==> src/rtl/vos_pkg.sv <==
// Shared opcode/state types and decode helpers for the vector op scheduler.
package vos_pkg;

    typedef enum logic [7:0] {
        OP_NONE = 8'h00,
        OP_WR_A = 8'h01,
        OP_WR_B = 8'h02,
        OP_RD_A = 8'h03,
        OP_RD_B = 8'h04,
        OP_SUM  = 8'h05,
        OP_AVG  = 8'h06,
        OP_EUC  = 8'h07,
        OP_MAN  = 8'h08,
        OP_DOT  = 8'h09
    } opcode_e;

    typedef enum logic [2:0] {
        S_IDLE,
        S_WRITE,
        S_LAUNCH,
        S_LOAD,
        S_SEND,
        S_WAIT_TX,
        S_SHIFT
    } state_e;

    localparam int EN_READ = 0;
    localparam int EN_SUM  = 1;
    localparam int EN_AVG  = 2;
    localparam int EN_EUC  = 3;
    localparam int EN_MAN  = 4;
    localparam int EN_DOT  = 5;
    localparam int EN_W    = 6;

    function automatic logic op_known(input logic [7:0] cmd);
        return (cmd >= 8'h01) && (cmd <= 8'h09);
    endfunction

    function automatic logic op_is_write(input opcode_e op);
        return (op == OP_WR_A) || (op == OP_WR_B);
    endfunction

    // Scalar reductions produce a single result word, everything else a full vector.
    function automatic int op_words(input opcode_e op, input int n);
        case (op)
            OP_WR_A, OP_WR_B, OP_RD_A, OP_RD_B, OP_SUM, OP_AVG: return n;
            OP_EUC, OP_MAN, OP_DOT:                             return 1;
            default:                                            return 0;
        endcase
    endfunction

    function automatic logic [EN_W-1:0] op_enables(input opcode_e op);
        logic [EN_W-1:0] en;
        en = '0;
        case (op)
            OP_RD_A, OP_RD_B: en[EN_READ] = 1'b1;
            OP_SUM:           en[EN_SUM]  = 1'b1;
            OP_AVG:           en[EN_AVG]  = 1'b1;
            OP_EUC:           en[EN_EUC]  = 1'b1;
            OP_MAN:           en[EN_MAN]  = 1'b1;
            OP_DOT:           en[EN_DOT]  = 1'b1;
            default:          en          = '0;
        endcase
        return en;
    endfunction

endpackage

==> src/rtl/vos_edge_detect.sv <==
// Registered rising-edge detector for the command_ready level coming out of the CDC cell.
module vos_edge_detect (
    input  logic clk,
    input  logic reset,
    input  logic level,
    output logic rise
);

    logic level_q;

    always_ff @(posedge clk) begin
        if (reset) level_q <= 1'b0;
        else       level_q <= level;
    end

    assign rise = level & ~level_q;

endmodule

==> src/rtl/vector_op_scheduler.sv <==
// Sequences one host command across the vector datapath (single clk_process domain).
// Optional watchdog on the handshake waits is enabled by defining VOS_TIMEOUT_EN.
import vos_pkg::*;

module vector_op_scheduler #(
    parameter int NUM_ELEMENTOS = 8,
    parameter int PIPE_LATENCY  = 4
`ifdef VOS_TIMEOUT_EN
    , parameter int TIMEOUT_CYCLES = 2**24
`endif
) (
    input  logic            clk,
    input  logic            reset,
    input  logic            command_ready,
    input  logic [7:0]      command,
    input  logic            write_done,
    input  logic            tx_sent,
    output logic            begin_write,
    output logic            begin_transmission,
    output logic            read_mem_sel,
    output logic            load_mem,
    output logic            shift_mem,
    output logic [EN_W-1:0] enables,
    output logic            busy,
    output logic            cmd_error
);

    localparam int CNT_W = $clog2(NUM_ELEMENTOS + 1);
    localparam int LAT_W = $clog2(PIPE_LATENCY + 1);

    state_e          state, next_state;
    opcode_e         cmd_op, op_q;
    logic            cmd_rise;
    logic            accept;
    logic [CNT_W-1:0] word_cnt;
    logic [LAT_W-1:0] lat_cnt;
    logic [EN_W-1:0] enables_q;
    logic            read_sel_q;
    logic            err_q;
    logic            timeout;

    vos_edge_detect u_edge (
        .clk   (clk),
        .reset (reset),
        .level (command_ready),
        .rise  (cmd_rise)
    );

    assign cmd_op = opcode_e'(command);
    assign accept = (state == S_IDLE) && cmd_rise && op_known(command);

`ifdef VOS_TIMEOUT_EN
    localparam int WD_W = $clog2(TIMEOUT_CYCLES + 1);
    logic [WD_W-1:0] wd_cnt;
    logic            in_wait;

    assign in_wait = (state == S_WRITE) || (state == S_WAIT_TX);

    // A handshake arriving on the expiry cycle takes priority over the watchdog.
    assign timeout = ((state == S_WRITE && !write_done) || (state == S_WAIT_TX && !tx_sent))
                     && (wd_cnt == WD_W'(TIMEOUT_CYCLES - 1));

    always_ff @(posedge clk) begin
        if (reset)                             wd_cnt <= '0;
        else if (in_wait && next_state == state) wd_cnt <= wd_cnt + WD_W'(1);
        else                                   wd_cnt <= '0;
    end
`else
    assign timeout = 1'b0;
`endif

    always_comb begin
        next_state         = state;
        begin_write        = 1'b0;
        begin_transmission = 1'b0;
        load_mem           = 1'b0;
        shift_mem          = 1'b0;
        case (state)
            S_IDLE: begin
                if (accept) next_state = op_is_write(cmd_op) ? S_WRITE : S_LAUNCH;
            end
            S_WRITE: begin
                begin_write = 1'b1;
                if (write_done) next_state = S_IDLE;
            end
            // LAUNCH spans PIPE_LATENCY+1 cycles so LOAD samples a settled core result.
            S_LAUNCH: begin
                if (lat_cnt == LAT_W'(PIPE_LATENCY)) next_state = S_LOAD;
            end
            S_LOAD: begin
                load_mem   = 1'b1;
                next_state = S_SEND;
            end
            S_SEND: begin
                begin_transmission = 1'b1;
                next_state         = S_WAIT_TX;
            end
            S_WAIT_TX: begin
                if (tx_sent) next_state = (word_cnt == CNT_W'(1)) ? S_IDLE : S_SHIFT;
            end
            S_SHIFT: begin
                shift_mem  = 1'b1;
                next_state = S_SEND;
            end
            default: next_state = S_IDLE;
        endcase
        if (timeout) next_state = S_IDLE;
    end

    always_ff @(posedge clk) begin
        if (reset) begin
            state      <= S_IDLE;
            op_q       <= OP_NONE;
            word_cnt   <= '0;
            lat_cnt    <= '0;
            enables_q  <= '0;
            read_sel_q <= 1'b0;
            err_q      <= 1'b0;
        end else begin
            state <= next_state;
            err_q <= timeout || ((state == S_IDLE) && cmd_rise && !op_known(command));

            if (accept) op_q <= cmd_op;

            if (state == S_LAUNCH) lat_cnt <= lat_cnt + LAT_W'(1);
            else                   lat_cnt <= '0;

            if (state == S_LOAD)
                word_cnt <= CNT_W'(op_words(op_q, NUM_ELEMENTOS));
            else if (state == S_WAIT_TX && tx_sent)
                word_cnt <= word_cnt - CNT_W'(1);

            // Datapath selects stay frozen for the whole operation and drop with IDLE.
            if (next_state == S_IDLE) begin
                enables_q  <= '0;
                read_sel_q <= 1'b0;
            end else if (accept && !op_is_write(cmd_op)) begin
                enables_q  <= op_enables(cmd_op);
                read_sel_q <= (cmd_op == OP_RD_B);
            end
        end
    end

    assign enables      = enables_q;
    assign read_mem_sel = read_sel_q;
    assign cmd_error    = err_q;
    assign busy         = (state != S_IDLE);

endmodule

==> config.mk <==
export PLATFORM = sky130hd
export DESIGN_NAME = vector_op_scheduler
export DESIGN_NICKNAME = d
export VERILOG_FILES = /design/src/rtl/vos_pkg.sv /design/src/rtl/vos_edge_detect.sv /design/src/rtl/vector_op_scheduler.sv
export SDC_FILE = /design/constraint.sdc
export NUM_CORES = 1
export LEC_CHECK = 0
export BUFFER_PORTS_ARGS = -buffer_cell sky130_fd_sc_hd__buf_2
export CAP_MARGIN = 40
export CORE_MARGIN = 2
export CORE_UTILIZATION = 44
export CTS_CLUSTER_DIAMETER = 40
export DETAILED_ROUTE_END_ITERATION = 8
export PLACE_DENSITY_LB_ADDON = 0.05
export SKIP_LAST_GASP = 1
export SYNTH_ARGS = -nofsm -noshare
export SYNTH_HDL_FRONTEND = slang
export SYNTH_SLANG_ARGS = --single-unit
==> constraint.sdc <==
create_clock -name clk -period 5.53 [get_ports clk]
set_input_delay 1.106 -clock clk [delete_from_list [all_inputs] [get_ports clk]]
set_output_delay 1.106 -clock clk [all_outputs]
set_load 0.005 [all_outputs]
==> impl_table.tex <==
\begin{tabular}{lr}
\hline
Metric & Value \\
\hline
\multicolumn{2}{l}{\textbf{Global route}} \\
Remaining Overflow, GRT & 0 \\
Antenna violations before repair & 0 \\
GRT Overall Usage & 16.9\% \\
First-pass GRT wire length & 5330 um \\
Maximum number of pins on one net before global-route repair & 21 \\
Vias in the first global route & 1,218 \\
\multicolumn{2}{l}{\textbf{Synthesis}} \\
Synthesized net count & 199 \\
Cell accounting for the most synthesized area & dfxtp\_1 \\
Fraction of synthesis flops using an asynchronous set or reset pin & 0\% \\
Distinct cell type count of the synthesized netlist & 50 \\
Most area-consuming cells after synthesis & dfxtp\_1, nor2\_1, a21oi\_1 \\
Sequential-to-total area share from yosys stat & 38.2\% \\
Synth Warn \# & 0 \\
Most instantiated cells after synthesis & dfxtp\_1, nor2\_1, nand2\_1 \\
Total of flip-flops plus latches after synthesis & 29 \\
Main flop type after synthesis & dfxtp\_1 \\
Most instantiated library cell after synthesis & dfxtp\_1 \\
Cell area after synthesis & 1520 um\^{}2 \\
Average instance area after synthesis & 8.36 um\^{}2 \\
Gate count of the mapped netlist & 182 \\
Share of Yosys cell area claimed by the top area cell type & 38.2\% \\
Number of flops mapped to enable cells by yosys & 0 \\
\multicolumn{2}{l}{\textbf{Setup path}} \\
Data required time at the worst endpoint & 5.79 ns \\
Arrival @ worst endpoint & 2.78 ns \\
Endpoint class of the critical path & flop \\
Maximum fanout encountered on the critical timing path & 10 \\
CP Class & in -> reg \\
Startpoint type of the worst setup path & input pin \\
\multicolumn{2}{l}{\textbf{Die}} \\
Site Rows & 21 \\
Ports placed on the boundary & 26 \\
X dimension of the die & 62.8 um \\
Die Area & 3940 um\^{}2 \\
Core area & 3340 um\^{}2 \\
Vertical die dimension & 62.8 um \\
Initial standard-cell utilization of the core & 45.6\% \\
\multicolumn{2}{l}{\textbf{Timing}} \\
Max transition margin & 71.1\% \\
Slew at the pin closest to its max-slew limit & 0.433 ns \\
Setup repair after global routing missed its margin & false \\
Maximum clock frequency & 397 MHz \\
Period Utilization, post-route & 45.5\% \\
Number of max-slew violations in the final report & 0 \\
Setup Skew & 0.0120 ns \\
Final setup viols & 0 \\
TNS Setup & 0 ns \\
Worst setup margin & 3.01 ns \\
Final worst path period need & 2.52 ns \\
Hold Violations, Final & 0 \\
\multicolumn{2}{l}{\textbf{Layout}} \\
Final non-filler cell area & 1710 um\^{}2 \\
Layout fillers & 353 \\
Total number of nets in the final design & 222 \\
Diode count & 0 \\
Count of placed standard cells in the final layout, fillers left out & 252 \\
Layout cells sized above 1 & 21.4\% \\
Area growth, synth to finish & 12.3\% \\
Combined area of the multi-input logic cells & 853 um\^{}2 \\
Sequential cell area & 581 um\^{}2 \\
\multicolumn{2}{l}{\textbf{Clock network}} \\
TritonCTS clock tree & built \\
Quantity of hold-fixing buffers added after cts & 0 \\
Clock buffer count from CTS & 5 \\
Clock transition at path regs & 0.09 ns \\
Number of setup buffers added after CTS & 0 \\
Post-CTS sizing & 0 \\
CTS Sinks & 29 \\
Clock Tree Root & clkbuf\_4 \\
Maximum buffer depth of the clock tree & 2 \\
Clock latency on the worst-skew pair & 0.33 ns \\
Total number of H-tree levels & 2 \\
\multicolumn{2}{l}{\textbf{Detailed routing}} \\
Via Count & 1,343 \\
Initial drt markers & 84 \\
Detailed-router iteration count before antenna repair & 4 \\
Antenna Violating Nets Remaining & 0 \\
Number of remaining DRC errors & 0 \\
Number of vias per cell after detailed routing & 5.33 \\
Average routed wire per standard cell & 12.2 um \\
Total routed wirelength & 3080 um \\
\multicolumn{2}{l}{\textbf{Place}} \\
Number of buffers inserted by port buffering & 25 \\
Area post-placement & 1660 um\^{}2 \\
Worst setup slack before clock tree synthesis & 2.66 ns \\
Final GP Congestion & 0.810 \\
Placed insts & 244 \\
DP HPWL & 2320 um \\
\multicolumn{2}{l}{\textbf{Hold path}} \\
Class of the most critical hold timing path & reg -> reg \\
\multicolumn{2}{l}{\textbf{Power and ir drop}} \\
Worst supply voltage drop on vdd & 0.000165 V \\
Leakage component of the power & 0.692 nW \\
Power Dens Cells & 208 nW/um\^{}2 \\
\multicolumn{2}{l}{\textbf{Job}} \\
Number of max-cap violations & 0 \\
\multicolumn{2}{l}{\textbf{Run status}} \\
Status & finished, final reports clean \\
\hline
\end{tabular}
area by class of cell:
type                    instances  share of cell area, %
multi-input cells             133                   49.9
well taps                      46                   3.37
flip-flops and latches         29                   34.0
clock buffers                   6                   2.42
clock inverters                 2                  0.586
inverters                      11                   2.42
repair buffers                 25                   7.32
flip-flops by register name, indices dropped and copies added (netlist names), named ones only:
| register | flops |
|---|---|
| word_cnt | 4 |
| u_edge.level_q | 1 |
| op_q | 8 |
| enables | 6 |
| cmd_error | 1 |
| lat_cnt | 3 |
| state | 3 |
| read_mem_sel | 1 |
worst paths after layout:
kind | start | end | slack (ns) | cells after the start
min reg2reg | enables[5] | enables[5] | 0.46 | 2
max | command[7] | enables[1] | 3.01 | 6
min | enables[5] | enables[5] | 0.46 | 2
max reg2reg | state[1] | enables[1] | 3.49 | 5
critical path: stages:
cell	delay, ns
buf_2	0.11
nor4_4	0.30
and3_1	0.45
nand2_4	0.16
or4b_4	0.51
a21oi_2	0.14
power by group:
| part | total, mW | switching (mW) | leakage, nW | internal, mW |
|---|---|---|---|---|
| combinational | 0.0268 | 0.0166 | 0.426 | 0.0102 |
| sequential | 0.211 | 0.000816 | 0.234 | 0.210 |
| clock | 0.119 | 0.0702 | 0.0320 | 0.0483 |
per-stage QoR:
| stage | power [mW] | utilization [%] | hold slack, ns |
|---|---|---|---|
| 3_5_place_dp | 0.243 | 49.7 | 0.436 |
| 4_1_cts | 0.362 | 51.2 | 0.462 |
| 6_report | 0.356 | 51.2 | 0.456 |
| 2_1_floorplan | 0.234 | - | 0.417 |
| 5_1_grt | 0.377 | 51.2 | 0.478 |
| 3_3_place_gp | 0.242 | 49.7 | 0.431 |
cells by family after synthesis:
family | synth area share (%)
xor gates and xnor gates | 1.73
adders and majority gates | 3.29
buffers and inverters | 5.76
and+or+nand+nor | 32.6
muxes | 3.62
AOI/OAI and AO/OA | 14.9
DFF | 38.2
per-layer routing:
layer  vias to the layer above  track usage [%]  share of wire [%]
met3                         5             4.68                5.4
met4                         0             6.67                1.8
met2                        30             27.6                 46
met5                         -                0                  0
met1                       626             21.1                 46
li1                        682                -                  -
placed cells by master, fill, tap and decap left out, drive strengths merged, types with 2 or more instances in the layout:
master and count:
buf 25, and3 2, and2 4, o21ai 4, a211oi 2, a221oi 2, inv 11, nor2b 3
mux2i 4, o31ai 2, nand2 20, ha 4, xnor2 2, clkinv 2, nor3 9, nor4bb 2
nor3b 2, or3b 2, clkbuf 6, nand2b 6, or4b 2, a21oi 15, nor2 22, or4 2
nand4b 2, dfxtp 29, or3 3, nand3 4
No activity file was read; power rests on OpenSTA's default activity.
